**src/rtl/mux_scan.sv**
```systemverilog
// Registered N-channel multiplexer with manual selection and an automatic scan
// mode that steps through every channel with a programmable dwell time.
module mux_scan #(
  parameter int WIDTH    = 4,
  parameter int CHANNELS = 4,
  parameter int SEL_W    = 2,
  parameter int DWELL_W  = 4
) (
  input  logic                      clk,
  input  logic                      reset,
  input  logic [CHANNELS*WIDTH-1:0] data_in,
  input  logic                      enable,
  input  logic                      mode,
  input  logic [SEL_W-1:0]          sel,
  input  logic [DWELL_W-1:0]        dwell,
  output logic [WIDTH-1:0]          data_out,
  output logic [SEL_W-1:0]          chan_out,
  output logic                      valid,
  output logic                      wrap
);

  typedef enum logic [1:0] {IDLE, MANUAL, SCAN} state_t;

  state_t             state;
  logic [SEL_W-1:0]   scan_idx;
  logic [DWELL_W-1:0] dwell_cnt;
  logic [SEL_W-1:0]   idx_inc;
  logic               advance;

  always_comb begin
    advance = (dwell_cnt == dwell);
    idx_inc = (int'(scan_idx) == CHANNELS - 1) ? '0 : scan_idx + 1'b1;
  end

  // scan_idx is the channel currently on data_out; dwell_cnt counts how many
  // further cycles it has been shown, so entry shows channel 0 for dwell+1 cycles.
  // NOTE: all state and outputs use non-blocking assignments so every branch
  // reads the pre-edge values regardless of statement order.
  always_ff @(posedge clk) begin
    if (reset) begin
      state     <= IDLE;
      scan_idx  <= '0;
      dwell_cnt <= '0;
      data_out  <= '0;
      chan_out  <= '0;
      valid     <= 1'b0;
      wrap      <= 1'b0;
    end else if (!enable) begin
      state <= IDLE;
      valid <= 1'b0;
      wrap  <= 1'b0;
    end else if (!mode) begin
      state    <= MANUAL;
      chan_out <= sel;
      wrap     <= 1'b0;
      if (int'(sel) < CHANNELS) begin
        data_out <= data_in[int'(sel)*WIDTH +: WIDTH];
        valid    <= 1'b1;
      end else begin
        data_out <= '0;
        valid    <= 1'b0;
      end
    end else if (state != SCAN) begin
      state     <= SCAN;
      scan_idx  <= '0;
      dwell_cnt <= '0;
      data_out  <= data_in[WIDTH-1:0];
      chan_out  <= '0;
      valid     <= 1'b1;
      wrap      <= 1'b0;
    end else if (advance) begin
      scan_idx  <= idx_inc;
      dwell_cnt <= '0;
      data_out  <= data_in[int'(idx_inc)*WIDTH +: WIDTH];
      chan_out  <= idx_inc;
      valid     <= 1'b1;
      wrap      <= (idx_inc == '0);
    end else begin
      dwell_cnt <= dwell_cnt + 1'b1;
      data_out  <= data_in[int'(scan_idx)*WIDTH +: WIDTH];
      chan_out  <= scan_idx;
      valid     <= 1'b1;
      wrap      <= 1'b0;
    end
  end

endmodule

```
**config.mk**
```make
export PLATFORM = sky130hd
export DESIGN_NAME = mux_scan
export DESIGN_NICKNAME = d
export VERILOG_FILES = /design/src/rtl/mux_scan.sv
export SDC_FILE = /design/constraint.sdc
export NUM_CORES = 1
export LEC_CHECK = 0
export ABC_CLOCK_PERIOD_IN_PS = 5400
export BUFFER_PORTS_ARGS = -buffer_cell sky130_fd_sc_hd__buf_2
export CORE_AREA = 4 4 54 51
export DETAILED_ROUTE_END_ITERATION = 8
export DIE_AREA = 0 0 58 55
export PLACE_DENSITY_LB_ADDON = 0.15
export SETUP_SLACK_MARGIN = 0.1
export SKIP_LAST_GASP = 1
export SLEW_MARGIN = 10
export SYNTH_ARGS = -nofsm -noshare
export SYNTH_HDL_FRONTEND = slang
export SYNTH_SLANG_ARGS = --single-unit
```
**constraint.sdc**
```tcl
create_clock -name clk -period 5.4 [get_ports clk]
set_input_delay 0.27 -clock clk [delete_from_list [all_inputs] [get_ports clk]]
set_output_delay 0.27 -clock clk [all_outputs]
set_load 0.02 [all_outputs]
```
==> results list <==
- The number of global-route vias before repair is 968.
* Power per standard cell area: 192 nW/um^2
* Number of warnings printed during yosys synthesis: 0
- Xor/xnor cell area share of the yosys netlist: 0.0299
- During I/O placement, the number of pins put on the boundary was 34.
- Share of the clock period used by the worst path: 0.450
- Crit-path max FO: 15
- Clock-pin slew was measured on the worst setup and hold paths at 0.10 ns.
- In this run, post-CTS repair resized a total of 0 instances.
- Yosys mapped a number of flops with a built-in enable equal to 0.
- Fill cell instance count of the final layout: 181
- From left edge to right edge, the die measures 58 um.
* CTS Root Buffer Type: clkbuf_4
- The first global-routing pass estimated 4450 um of wire.
* Result of the run: complete, no violations
- In this run the power spent charging and discharging nets is 0.0000749 W.
- Via total after detailed routing: 1098
* Unrepaired setup endpoints after global routing: no
- Global routing finished with a remaining overflow of 0.
- In this design, the stage delay of the slowest critical-path cell is 0.82 ns.
- Cell depth of the worst flop-to-flop path: 5
- The worst setup path is of the reg -> reg kind.
* Slowest CP cell: nor4_4
* Clock insertion delay at the later pin of the skew report: 0.29 ns
* Accumulated negative setup slack: 0 ns
- The share of total power dissipated in sequential elements is 0.469.
- Worst clock skew on the final layout: 0.00462 ns
- In this run the critical register-to-register path is launched from dwell_cnt[1].
- Area inside the core boundary: 2160 um^2
- Across the run, the number of max-cap violations was 0.
* Complex-gate fraction of the synthesized area: 0.228
* Final-report hold violation count: 0
- Final Max Slew Viols: 0
* Crit path launch: dwell_cnt[1]
* Routability congestion estimate from global placement: approximately 0.81
- Most common cell after layout, fill and taps aside: buf_2
- In this run the register-to-register setup slack is 2.97 ns.
- Highest attainable clock frequency: 412 MHz
- Startpoint type of the worst setup path: register
- The routed design could run at a clock period as short as 2.43 ns.
- In this run the tool buffered the top-level ports with 33 buffer cells.
- Across the whole layout, storage elements account for 320 um^2.
- STA puts the critical path data arrival time at between 2 and 3 ns.
- In this run the number of H-tree levels came out at 1.
- Avg Cell Area, Syn: 8.81 um^2
- Counting flops and latches in the post-synthesis netlist gives 16.
* Share of cell area taken by muxes after synthesis: 0.175
- Counting every sink on the clock net gives 16.
* Wire length after detailed routing: between 2000 and 3000 um
* Relative contribution of combinational cells to total power: 0.222
- Post-Synth Simple-Gate Area: 0.229
* Antenna Cells: 0
- Total clock buffers created by CTS: 3
* Ys flop type: dfxtp_1
- Maximum VDD drop: 0.000118 V
- Buffers inserted during post-CTS setup optimization: 0
- By area, the combinational part of the netlist is dominated by simple AND/OR/NAND/NOR gates.
- Total iterations of the first detailed-routing run: 4
- Final #Nets: 193
* Avg Vias per Cell: 5.75
- Counting instances, the worst hold path has a depth of 3.
* Avg WL per Cell: 14.7 um
- Dominant cells by area after synthesis: dfxtp_1, mux2i_1, mux4_2
- In this run, the number of DRC markers left after iteration 0 of detailed routing was 37.
- Cell area after synthesis: about 1200 um^2
* Class of the tightest hold or removal check: in -> reg
- Reg-to-reg critical path endpoint: data_out[2]
* Antenna-violating nets left: 0
- The initial utilization of the core area, before any placement, comes to 0.542.
- For this run, the register share of the synthesized area comes to 0.273.
- Int Pwr: 0.000190 W
- Post-cts hold buffer count: 0
- Traced cell by cell, the critical path runs through xor2_1 > nor4_4 > mux2i_2 > mux2i_1 > a211oi_1.
- Of the total synthesized cell area, the portion taken by full adders, half adders and majority gates is 0.0213.
- Biggest area consumer among synthesized cells: dfxtp_1
- Counting every net in the synthesized netlist gives ~160.
- The worst pin sits at a relative slew slack of 0.396.
- The worst setup path is captured at a register.
* Worst hold path endpoint: data_out[3]
- Of the total power, the share spent switching nets is 0.283.
- After layout, the design draws a total of 0.000265 W.
- Fraction of layout cells with a size suffix above 1: 0.287
* Final number of setup-violating endpoints: 0
* Count of cell types in the netlist: 37
- Clk buf depth: 2
- Measured slew at the worst slew-check pin: 0.899 ns
* Clock network power share: 0.309
- Data on the critical path is required at its endpoint by approximately 5.6 ns.
* Pin count of the biggest net entering global routing: 20
* Std-Cell Rows: 16
- Measured along the y axis, the die boundary spans 55 um.
- At the end of the flow the core is filled with cells to 0.638.
- Commonest cells after routing, fill and taps aside: buf_2, dfxtp_1, nor2_1
* Total routing resource utilization after global routing: 0.185
- Of all flip-flops after synthesis, the portion carrying an async set or reset was 0.
- Initial antenna violation count: 0
* DRC violation count after routing: 0
- Compared with the post-synthesis result, the final layout area differs by 17.7%.
* CTS tree: done
* Area share of the leading cell type in the synthesized netlist: 0.273
- Placed wire-length estimate: 2110 um
- Post-Syn Instances: 133
- The die covers 3190 um^2.
* Area of the multi-input gates: 802 um^2
* Startpoint of the lowest-slack hold path: data_in[11]
* Leakage: approximately 0.56 nW
## per-layer routing
| metal | GRT usage | routed length (um) |
|---|---|---|
| met4 | 0.0579 | 30 |
| met1 | 0.229 | 1210 |
| met3 | 0.0302 | 149 |
| met2 | 0.333 | 1410 |
| met5 | 0 | 0 |
## sequential cells by signal, indices dropped and copies added (netlist names)
signal     cells
data_out       4
dwell_cnt      4
chan_out       2
scan_idx       2
state          2
valid          1
wrap           1
## synthesized netlist by cell type (3+ instances only)
library cell / number
o221ai_1: 4
nor2_1: 12
dfxtp_1: 16
nor2b_1: 4
a21oi_1: 11
nor3_1: 3
nand2b_1: 11
o21ai_0: 6
inv_1: 6
mux4_2: 4
a21o_1: 4
mux2i_1: 9
clkbuf_1: 4
a211oi_1: 8
xor2_1: 4
## power groups by stage
stage	Combinational (W)	Sequential, W	Clock [W]
floorplan	0.0000334	0.000131	0
global placement	0.0000569	0.000127	0
detailed placement	0.0000584	0.000127	0
CTS	0.0000589	0.000124	0.0000859
global route	0.0000644	0.000125	0.0000933
finish	0.0000588	0.000124	0.0000819
## worst max-delay path by stage
stage / endpoint / slack [ns] / cells past startpoint
2_1_floorplan: data_out[1] / 3.58 / 5
3_3_place_gp: data_out[3] / 3.04 / 6
3_5_place_dp: data_out[2] / 2.99 / 6
4_1_cts: data_out[2] / 2.98 / 5
5_1_grt: data_out[2] / 2.84 / 5
6_report: data_out[2] / 2.97 / 5
## cell type report
type                    count  area share
flip-flops and latches     16       0.232
clock buffers               4      0.0263
inverters                   6      0.0163
well taps                  27      0.0245
repair buffers             33       0.120
multi-input cells         105       0.581
## stage by stage
stage,hold slack (ns),instance area (um^2),setup WS [ns],cells
after detailed placement,0.463,1340,2.99,187
after global routing,0.321,1380,2.84,191
after floorplan,0.356,1170,3.58,133
after global placement,0.465,1340,3.04,187
final,0.308,1380,2.97,191
after CTS,0.305,1380,2.98,191
## worst max-delay path, delay by kind of cell (launching register included)
family,cells,cell delay [ns]
mux,2,0.74
flops,1,0.36
compound gates,1,0.24
simple gates,1,0.82
xor+xnor,1,0.20
## cell families after synthesis
| group | count (synthesis) |
|---|---|
| DFF | 16 |
| xor gates and xnor gates | 4 |
| and+or+nand+nor | 44 |
| AOI/OAI and AO/OA | 40 |
| muxes | 15 |
| buffers and inverters | 12 |
| adders and majority gates | 2 |
Power figures use the tool's default switching activity.
